## config.mk

```make
export PLATFORM = sky130hd
export DESIGN_NAME = golay_seq_decoder
export DESIGN_NICKNAME = d
export VERILOG_FILES = /design/src/rtl/golay_pkg.sv /design/src/rtl/golay_weight12.sv /design/src/rtl/golay_seq_decoder.sv
export SDC_FILE = /design/constraint.sdc
export NUM_CORES = 1
export LEC_CHECK = 0
export CAP_MARGIN = 10
export CORE_ASPECT_RATIO = 0.6
export CORE_MARGIN = 5
export CORE_UTILIZATION = 60
export DETAILED_ROUTE_END_ITERATION = 12
export GPL_TIMING_DRIVEN = 0
export PLACE_DENSITY = 0.81
export SLEW_MARGIN = 10
export SYNTH_ARGS = -nofsm -noshare
export SYNTH_HDL_FRONTEND = slang
export SYNTH_SLANG_ARGS = --single-unit
```

## constraint.sdc

```tcl
create_clock -name clk -period 8.2 [get_ports clk]
set_input_delay 0.82 -clock clk [delete_from_list [all_inputs] [get_ports clk]]
set_output_delay 0.82 -clock clk [all_outputs]
set_load 0.1 [all_outputs]
```

## src/rtl/golay_pkg.sv

```systemverilog
// Shared constants for the extended Golay(24,12,8) code: the parity matrix B
// (symmetric, self-inverse) and the sequential decoder state encoding.
package golay_pkg;

  // Row i is b_i; bit j of a row is column j of B (bit 0 = column 0).
  localparam logic [11:0][11:0] GOLAY_B = {
    12'b011111111111,  // row 11
    12'b110001110110,  // row 10
    12'b100011101101,  // row 9
    12'b100111011010,  // row 8
    12'b101110110100,  // row 7
    12'b111101101000,  // row 6
    12'b111011010001,  // row 5
    12'b110110100011,  // row 4
    12'b101101000111,  // row 3
    12'b111010001110,  // row 2
    12'b110100011101,  // row 1
    12'b101000111011   // row 0
  };

  typedef enum logic [2:0] {
    IDLE,
    SYND,
    SCAN1,
    QCALC,
    SCAN2
  } state_t;

  // Row vector times B over GF(2).
  function automatic logic [11:0] mul_b(input logic [11:0] v);
    logic [11:0] acc;
    acc = '0;
    for (int unsigned i = 0; i < 12; i++) begin
      if (v[4'(i)]) acc = acc ^ GOLAY_B[4'(i)];
    end
    return acc;
  endfunction

endpackage

```

## src/rtl/golay_weight12.sv

```systemverilog
// Combinational 12-bit population count.
module golay_weight12 (
  input  logic [11:0] vec,
  output logic [3:0]  wt
);

  always_comb begin
    wt = '0;
    for (int unsigned i = 0; i < 12; i++) begin
      wt = wt + {3'b000, vec[4'(i)]};
    end
  end

endmodule

```

## src/rtl/golay_seq_decoder.sv

```systemverilog
// Sequential extended Golay(24,12,8) decoder: syndrome, then one B row per
// cycle against s, then against q = s*B; corrects up to 3 bit errors.
module golay_seq_decoder
  import golay_pkg::*;
(
  input  logic        clk,
  input  logic        reset,
  input  logic        stb_dec,
  input  logic [23:0] codepay,
  output logic        busy,
  output logic        decoded,
  output logic        failed,
  output logic [11:0] payload_rec
);

  state_t      state, state_nxt;
  logic [3:0]  idx, idx_nxt;
  logic [11:0] r1, r1_nxt, r2, r2_nxt;
  logic [11:0] s, s_nxt, q, q_nxt;
  logic [11:0] pay_nxt;
  logic        dec_nxt, fail_nxt;

  logic [11:0] base_vec, row_vec;
  logic [3:0]  base_wt, row_wt;

  // One weight unit serves s in SCAN1 and q in SCAN2.
  assign base_vec = (state == SCAN2) ? q : s;
  assign row_vec  = base_vec ^ GOLAY_B[idx];

  golay_weight12 u_wt_base (
    .vec (base_vec),
    .wt  (base_wt)
  );

  golay_weight12 u_wt_row (
    .vec (row_vec),
    .wt  (row_wt)
  );

  assign busy = (state != IDLE);

  always_comb begin
    state_nxt = state;
    idx_nxt   = idx;
    r1_nxt    = r1;
    r2_nxt    = r2;
    s_nxt     = s;
    q_nxt     = q;
    pay_nxt   = payload_rec;
    dec_nxt   = 1'b0;
    fail_nxt  = 1'b0;
    case (state)
      IDLE: begin
        if (stb_dec) begin
          r1_nxt    = codepay[23:12];
          r2_nxt    = codepay[11:0];
          state_nxt = SYND;
        end
      end
      SYND: begin
        s_nxt     = mul_b(r1) ^ r2;
        idx_nxt   = '0;
        state_nxt = SCAN1;
      end
      SCAN1: begin
        if ((idx == 4'd0) && (base_wt <= 4'd3)) begin
          pay_nxt   = r1;
          dec_nxt   = 1'b1;
          state_nxt = IDLE;
        end else if (row_wt <= 4'd2) begin
          pay_nxt   = r1 ^ (12'd1 << idx);
          dec_nxt   = 1'b1;
          state_nxt = IDLE;
        end else if (idx == 4'd11) begin
          state_nxt = QCALC;
        end else begin
          idx_nxt = idx + 4'd1;
        end
      end
      QCALC: begin
        q_nxt     = mul_b(s);
        idx_nxt   = '0;
        state_nxt = SCAN2;
      end
      SCAN2: begin
        if ((idx == 4'd0) && (base_wt <= 4'd3)) begin
          pay_nxt   = r1 ^ q;
          dec_nxt   = 1'b1;
          state_nxt = IDLE;
        end else if (row_wt <= 4'd2) begin
          pay_nxt   = r1 ^ q ^ GOLAY_B[idx];
          dec_nxt   = 1'b1;
          state_nxt = IDLE;
        end else if (idx == 4'd11) begin
          pay_nxt   = r1;
          fail_nxt  = 1'b1;
          state_nxt = IDLE;
        end else begin
          idx_nxt = idx + 4'd1;
        end
      end
      default: state_nxt = IDLE;
    endcase
  end

  always_ff @(posedge clk) begin
    if (reset) begin
      state       <= IDLE;
      idx         <= '0;
      r1          <= '0;
      r2          <= '0;
      s           <= '0;
      q           <= '0;
      payload_rec <= '0;
      decoded     <= 1'b0;
      failed      <= 1'b0;
    end else begin
      state       <= state_nxt;
      idx         <= idx_nxt;
      r1          <= r1_nxt;
      r2          <= r2_nxt;
      s           <= s_nxt;
      q           <= q_nxt;
      payload_rec <= pay_nxt;
      decoded     <= dec_nxt;
      failed      <= fail_nxt;
    end
  end

endmodule

```

==> results of run 1 <==
==> Yosys cell counts (5+ instances only) <==
| cell | number |
|---|---|
| sky130_fd_sc_hd__o21ai_0 | 22 |
| sky130_fd_sc_hd__inv_1 | 22 |
| sky130_fd_sc_hd__dfxtp_1 | 81 |
| sky130_fd_sc_hd__clkbuf_1 | 47 |
| sky130_fd_sc_hd__nand2_1 | 91 |
| sky130_fd_sc_hd__ha_1 | 18 |
| sky130_fd_sc_hd__a41oi_1 | 5 |
| sky130_fd_sc_hd__o211ai_1 | 7 |
| sky130_fd_sc_hd__a21o_1 | 5 |
| sky130_fd_sc_hd__a31oi_1 | 6 |
| sky130_fd_sc_hd__a211o_1 | 5 |
| sky130_fd_sc_hd__fa_1 | 12 |
| sky130_fd_sc_hd__nor2b_1 | 5 |
| sky130_fd_sc_hd__a32o_1 | 5 |
| sky130_fd_sc_hd__a21oi_1 | 53 |
| sky130_fd_sc_hd__nand2b_1 | 5 |
| sky130_fd_sc_hd__a211oi_1 | 12 |
| sky130_fd_sc_hd__mux2i_1 | 8 |
| sky130_fd_sc_hd__nor2_1 | 57 |
| sky130_fd_sc_hd__and2_1 | 6 |
| sky130_fd_sc_hd__nand3_1 | 20 |
| sky130_fd_sc_hd__nand4_1 | 6 |
| sky130_fd_sc_hd__nor3_1 | 14 |
| sky130_fd_sc_hd__xor2_1 | 40 |
| sky130_fd_sc_hd__xnor2_1 | 86 |
==> layer usage <==
| layer | GRT usage (%) | wire length, microns |
|---|---|---|
| met5 | 3.846 | 61 |
| met4 | 8.875 | 418 |
| met3 | 11.43 | 2270 |
| met2 | 43.34 | 7202 |
| met1 | 46.50 | 8337 |
==> critical path, cell delays in order (launching register included) <==
cell,delay [ns]
sky130_fd_sc_hd__dfxtp_1,0.33
sky130_fd_sc_hd__buf_4,0.20
sky130_fd_sc_hd__nor2_1,0.06
sky130_fd_sc_hd__nand2_1,0.24
sky130_fd_sc_hd__clkbuf_1,0.46
sky130_fd_sc_hd__clkbuf_1,0.52
sky130_fd_sc_hd__nand2_1,0.14
sky130_fd_sc_hd__nand2_1,0.15
sky130_fd_sc_hd__xor2_1,0.08
sky130_fd_sc_hd__ha_1,0.28
sky130_fd_sc_hd__inv_1,0.05
sky130_fd_sc_hd__fa_1,0.50
sky130_fd_sc_hd__fa_1,0.52
sky130_fd_sc_hd__fa_1,0.51
sky130_fd_sc_hd__fa_1,0.47
sky130_fd_sc_hd__fa_1,0.43
sky130_fd_sc_hd__nor2_1,0.19
sky130_fd_sc_hd__or2_2,0.14
sky130_fd_sc_hd__clkbuf_1,0.33
sky130_fd_sc_hd__o21ai_1,0.22
sky130_fd_sc_hd__nor2_1,0.30
sky130_fd_sc_hd__mux2i_2,0.55
sky130_fd_sc_hd__nor2_2,0.16
sky130_fd_sc_hd__ha_1,0.33
sky130_fd_sc_hd__a211o_1,0.26
==> final cells by class <==
| cell class | count | area, sq um | share of cell area (%) |
|---|---|---|---|
| Buffer | 57 | 245.2 | 3.666 |
| Clock buffer | 10 | 229.0 | 3.422 |
| Timing Repair Buffer | 41 | 410.4 | 6.134 |
| Clock inverter | 6 | 115.1 | 1.721 |
| Multi-Input combinational cell | 554 | 3820 | 57.10 |
| Tap cell | 130 | 162.7 | 2.431 |
| Inverter | 23 | 86.33 | 1.290 |
| Sequential cell | 81 | 1622 | 24.24 |
==> layout by cell type (no fill, tap or decap), drive strengths merged, types with 8 or more instances in the layout <==
master         Yosys  routed
a211oi            13      13
a21oi             54      54
buf               10      10
clkbuf            47      57
clkdlybuf4s50      0      41
dfxtp             81      81
fa                12      12
ha                18      18
inv               23      24
mux2i              9       9
nand2             91      91
nand3             20      20
nor2              59      59
nor3              14      14
o211ai             8       8
o21ai             24      24
xnor2             86      86
xor2              40      40
==> worst paths after layout <==
kind                                                    end
worst min-delay path            payload_rec[6]$_SDFFE_PP0P_
worst max register to register                     register
worst min register to register  payload_rec[6]$_SDFFE_PP0P_
worst max-delay path                               register
==> report_power, final <==
group | internal (mW) | switching [mW] | leakage (nW) | total [mW]
sequential | 0.414 | 0.0148 | 0.659 | 0.429
combinational | 0.287 | 0.540 | 1.63 | 0.827
clock | 0.299 | 0.174 | 0.163 | 0.473
==> stage by stage <==
step | instances | cell area (sq um)
after global routing | 902 | 6690
after detailed placement | 886 | 6346
after CTS | 902 | 6690
after global placement | 886 | 6346
final | 902 | 6690
after floorplan | 715 | 5773
==> cell families after synthesis <==
logic type               Yosys count  synth area share (%)
XOR/XNOR                         126                 19.12
multiplexers                      11                 2.016
buffers and inverters             80                 5.743
AND/OR/NAND/NOR                  236                 19.40
AO/OA/AOI/OAI                    151                 17.58
adder cells (fa/ha/maj)           30                 8.062
flip-flops                        81                 28.09
==> metrics list, run 1 <==
- Share of the synthesized area in the top cell type: between 20% and 30%
- Number of DRC violations after detailed routing: 0
* Number of buffers on the longest clock path: 2
- In this run, the number of DRC markers left after iteration 0 of detailed routing was 659.
- Derived from the worst setup path, the maximum achievable clock frequency is 131.7 MHz.
- Path type of the worst min-delay path: reg -> reg
* Core region area: slightly above 9000 sq um
- Across all hold checks on the routed design, the worst slack comes to ~0.46 ns.
- After routing, the total negative slack on setup checks comes to 0 ns.
- The worst pin sits at a relative slew slack of between 30% and 40%.
- Clock tree synthesis found a total of 81 sinks.
- STA puts the critical path data arrival time at 7.83 ns.
- The synthesized design contains 0 enable-type register cells.
- Post-CTS Hold Buffers: 0
- Number of cell rows: 27
* Final hold violations: 0
* Crit path from: state[1]$_SDFFE_PP0P_
* Maximum number of pins on one net before global-route repair: 15
* Number of warnings issued by yosys: 0
- A synthesized cell averages 8.074 sq um.
- Routability-driven placement finished with a final weighted congestion of 0.9698.
* Final critical path time including I/O delays and setup: 7.593 ns
* Number of max-cap violations: 0
- The run finished with clean final reports.
- Share of layout cells above drive strength 1: 5.311%
* Proportion of synthesized flip-flops having asynchronous set or reset: 0%
- First-pass GRT wire length: 28,700 microns
* Minimum setup slack after placement: just under 0.9 ns
- Measured along the y axis, the die boundary spans 85.98 microns.
* Final clock period utilization by the worst path: between 90% and 100%
- Port Buf Inserts: 41
- Antenna violations before repair: 0
- After synthesis, the netlist uses 68 different library cells.
- Resize count post-CTS: 0
- The first TritonRoute pass finished after 6 iterations.
- Synth area leader: sky130_fd_sc_hd__dfxtp_1
- Commonest register cell after synthesis: sky130_fd_sc_hd__dfxtp_1
- In this run the critical register-to-register path is launched from state[1]$_SDFFE_PP0P_.
* Number of setup buffers added after CTS: 0
* Hpwl dp: 14,120 microns
* DIE AREA: 11,750 sq um
* Class of the most critical setup path: reg -> reg
- Final core utilization: approximately 70%
* Clock latency of the later-clocked register in the worst-skew pair: 0.35 ns
* Grt total ovfl: 0
* Area growth from synthesis to layout: 15.89%
- By area the synthesized netlist is led by sky130_fd_sc_hd__dfxtp_1 (28%), sky130_fd_sc_hd__xnor2_1 (13%), sky130_fd_sc_hd__xor2_1 (6.1%), sky130_fd_sc_hd__nand2_1 (5.9%), sky130_fd_sc_hd__a21oi_1 (4.6%).
* Detail-routed via count per cell: around 6.1
- The number of clock buffers added by TritonCTS is 9.
- Routed via count: between 5,000 and 6,000
- Post-synthesis sequential area ratio: approximately 28%
* Element type at the critical path start: register
- In this run the most critical hold path is launched from payload_rec[6]$_SDFFE_PP0P_.
* Average wire per cell in the routed design: 20.28 microns
- CTS HTree Levels: 3
- Setup repair after global routing left no endpoint under its margin.
- In this run the static leakage power is 2.452 nW.
- Fill cells: 738
- Number of global-route vias before repair: about 5,300
- Measured in cells, the most critical reg-to-reg path has a length of 24.
- The final layout contains 824 nets.
- Synthesized net count: approximately 770
* Clock tree root driver cell: sky130_fd_sc_hd__clkbuf_16
- The worst hold path passes through 2 cells.
- Dividing total power by cell area gives a power density of between 200 and 300 nW/um^2.
- Clock Pin Slew Worst Setup and Hold Paths: roughly 0.06 ns
- Setup slack on the worst reg-to-reg path comes out at 0.61 ns.
- IR analysis of the VDD net gives a maximum drop of ~0.19 mV.
* Global-route usage over all layers: 31.83%
* Worst endpoint required time: between 8 and 9 ns
* CP Max Fanout: 10
- Width of the die: 136.6 microns
* Number of ports placed on the die boundary: 42
* Number of nets with antenna violations after detailed routing: 0
- At the pin with the least slew margin, the transition time is ~1 ns.
- Setup violations remaining at the end of the flow were counted as 0.
- The clock arrives with around 0.009 ns of skew.
- Post-synthesis cell count: 715
* Total of flip-flops plus latches after synthesis: 81
- Pins Over Slew Limit: 0
- After synthesis the cells add up to just under 6000 sq um.
* Final Total Pwr: approximately 1.7 mW
* Ant diodes: 0
- Setup slack closes at 0.6069 ns.
- Total length of routed wires: 18,290 microns
* Capturing element type of the critical path: register
- Clock tree from TritonCTS: done
- Initial Utilization: between 60% and 70%
No activity file was read; power rests on OpenSTA's default activity.
==> inputs of run 2 (changes only) <==
Settings changed: ABC_CLOCK_PERIOD_IN_PS set to 8200, MAX_ROUTING_LAYER set to met4.
==> metrics list, run 2 (synthesis results as in run 1) <==
- Arrival time reported for the critical path endpoint: just under 8 ns
* WHS Path Cells: 2
- Count of final setup violators: 0
- The number of global-route vias before repair is 5,150.
- Reported leakage power: 2.436 nW
- The flow ran to the end, and the final reports show no timing, DRC or antenna violations.
* DIE AREA: 11,750 sq um
* Detailed Route Iter0 Violations: approximately 700
* CP Max Fanout: 10
* Routed via count: approximately 5,500
* Worst Clk Skew: slightly above 0.007 ns
- Final-layout worst hold slack: between 0.4 and 0.5 ns
* CTS HTree Levels: 3
* Class of the most critical setup path: reg -> reg
* Count of placed standard cells including taps: 886
* Number of ports placed on the die boundary: 42
- At the end of the flow, the number of nets in the layout was between 800 and 900.
- Number of setup buffers added after CTS: 0
- Area growth from synthesis to layout: 15.17%
- Worst Path Buf+Inv: 5
- Max-cap violations in this run came to 0.
- The final layout contains routed wiring with a total length of about 18,000 microns.
- Number of nets with antenna violations after detailed routing: 0
- Of the cells placed in the final design, the portion with a size suffix greater than 1 is 5.440%.
* Path type of the worst min-delay path: reg -> reg
* Final clock period utilization by the worst path: 93.67%
- WHS Endpoint: r2[7]$_SDFFE_PP0P_
* Unrepaired setup endpoints after global routing: no
- Num CTS Buffers: 9
- Worst endpoint required time: between 8 and 9 ns
- After legalization and detailed placement, the total HPWL measured about 14,000 microns.
- The setup check on the worst reg-to-reg path leaves a slack of ~0.52 ns.
- Post-CTS Hold Buffers: 0
* Worst reg-to-reg path cell count: 24
- Width of the die: 136.6 microns
- In this run the tightest slew margin relative to its limit is 34.20%.
- Max stage delay on crit path: 0.58 ns
- Drt pass-1 iters: 7
- Resize count post-CTS: 0
- Ant diodes: 0
- The kind of cell with the highest combined delay along the critical path is adder cells.
* Final hold violations: 0
* Number of DRC violations after detailed routing: 0
- Global-route usage over all layers: roughly a third
* Element type at the critical path start: register
* Commonest cells after routing, fill and taps aside: sky130_fd_sc_hd__nand2_1 (91), sky130_fd_sc_hd__xnor2_1 (86), sky130_fd_sc_hd__dfxtp_1 (81), sky130_fd_sc_hd__nor2_1 (57), sky130_fd_sc_hd__a21oi_1 (53)
- Layout Cells excl Fill: around 900
* Power per cell area: 252.1 nW/um^2
- Maximum number of pins on one net before global-route repair: 16
- Final critical path time including I/O delays and setup: 7.681 ns
- Clock tree synthesis selected as its root buffer the cell sky130_fd_sc_hd__clkbuf_16.
- Most Frequent Cell on Critical Path: sky130_fd_sc_hd__fa_1
* First-pass GRT wire length: ~29,000 microns
- After floorplanning, the core was sized to cover 9290 sq um.
- The die is ~86 microns tall.
- Final Total Pwr: 1.676 mW
* Antenna violations before repair: 0
- Pin slew with the least headroom to its limit: 0.9840 ns
- TritonCTS built the clock tree.
- Clock-pin slew was measured on the worst setup and hold paths at 0.06 ns.
- The total count of max-transition violations in the final report is 0.
- Port Buf Inserts: 41
* Fmax achieved: 130.2 MHz
* Ordered cell list for the critical path: buf_4 > nor2_1 > nand2_1 > clkbuf_1 > clkbuf_1 > nand2_1 > nand2_1 > xor2_1 > ha_1 > inv_1 > fa_1 > fa_1 > fa_1 > fa_1 > fa_1 > nor2_1 > or2_2 > clkbuf_1 > o21ai_1 > nor2_1 > mux2i_2 > nor2_2 > ha_1 > a211o_1
- Max rail drop VDD: between 0.2 and 0.3 mV
* Number of buffers on the longest clock path: 2
- For this configuration, the core starts out at a cell density of 62.14%.
* Leading cell type in the layout, fill and taps excluded: sky130_fd_sc_hd__nand2_1
- In the final routed layout, each cell accounts on average for about 20 microns.
- In this run the critical register-to-register path is launched from state[1]$_SDFFE_PP0P_.
- Num Clock Sinks: 81
- Routability cong.: around 1
- Setup total negative slack on the finished layout was measured at 0 ns.
- After global routing the overflow that remains totals 0.
- Capturing element type of the critical path: register
- Detail-routed via count per cell: 6.140
- The largest individual stage delay along the critical path comes from the cell sky130_fd_sc_hd__mux2i_2.
- For the worst-skew pair, the clock arrives at the later sink with an insertion delay of approximately 0.35 ns.
* Number of cell rows: 27
* Hold path startpoint: r2[7]$_SDFFE_PP0P_
-- run 2: cell count changes in the layout (fill, tap and decap cells not counted) --
cell	delta
sky130_fd_sc_hd__bufinv_16	-2
sky130_fd_sc_hd__inv_6	+2
sky130_fd_sc_hd__clkbuf_1	-1
sky130_fd_sc_hd__clkinv_2	+1
-- run 2: area by class of cell --
cell class	instances	area, sq um
buffer	57	245.2
clock buffer	9	225.2
clock inverter	7	77.57
fill	750	2641
inverter	23	86.33
multi-input combinational	554	3820
sequential	81	1622
tap	130	162.7
timing repair buffer	41	410.4
-- run 2: layer usage --
| layer | vias up | track usage, % | wire [microns] |
|---|---|---|---|
| li1 | 2552 | - | - |
| met3 | 40 | 9.496 | 2226 |
| met5 | - | - | 0 |
| met4 | 0 | 6.404 | 292 |
| met2 | 328 | 43.88 | 7202 |
| met1 | 2618 | 48.36 | 8583 |
-- run 2: per-stage QoR --
| stage | area, sq um | utilization, % | setup WS (ns) |
|---|---|---|---|
| global placement | 6346 | 68.31 | 0.8839 |
| global route | 6649 | 71.57 | 0.2200 |
| CTS | 6649 | 71.57 | 0.7071 |
| finish | 6649 | 71.57 | 0.5192 |
| detailed placement | 6346 | 68.31 | 0.7269 |
| floorplan | 5773 | - | 1.951 |
-- run 2: how the worst max path moves through the flow --
stage,start,endpoint,cells past startpoint
3_5_place_dp,state[1]$_SDFFE_PP0P_,register,23
5_1_grt,state[1]$_SDFFE_PP0P_,register,26
2_1_floorplan,state[1]$_SDFFE_PP0P_,register,23
4_1_cts,state[1]$_SDFFE_PP0P_,register,23
6_report,state[1]$_SDFFE_PP0P_,register,24
3_3_place_gp,state[1]$_SDFFE_PP0P_,register,24
-- run 2: report_power, final --
group / total (mW) / switching (mW) / internal [mW]
clock: 0.415 / 0.175 / 0.239
combinational: 0.833 / 0.543 / 0.290
sequential: 0.429 / 0.0146 / 0.414
total: 1.68 / 0.733 / 0.943
-- run 2: tightest hold or removal path: stages, from the launching register on --
cell                      delay [ns]
sky130_fd_sc_hd__dfxtp_1        0.32
sky130_fd_sc_hd__nand2_1        0.05
sky130_fd_sc_hd__a21oi_1        0.05
==> inputs of run 3 (changes only) <==
--- a/constraint.sdc
+++ b/constraint.sdc
@@ -3,2 +3,2 @@
 set_output_delay 0.82 -clock clk [all_outputs]
-set_load 0.1 [all_outputs]
+set_load 0.01 [all_outputs]
==> results of run 3 <==
The final DEF is identical to that of run 2. Status: completed.
Among the figures that moved: total power 1.676 mW -> 1.650 mW
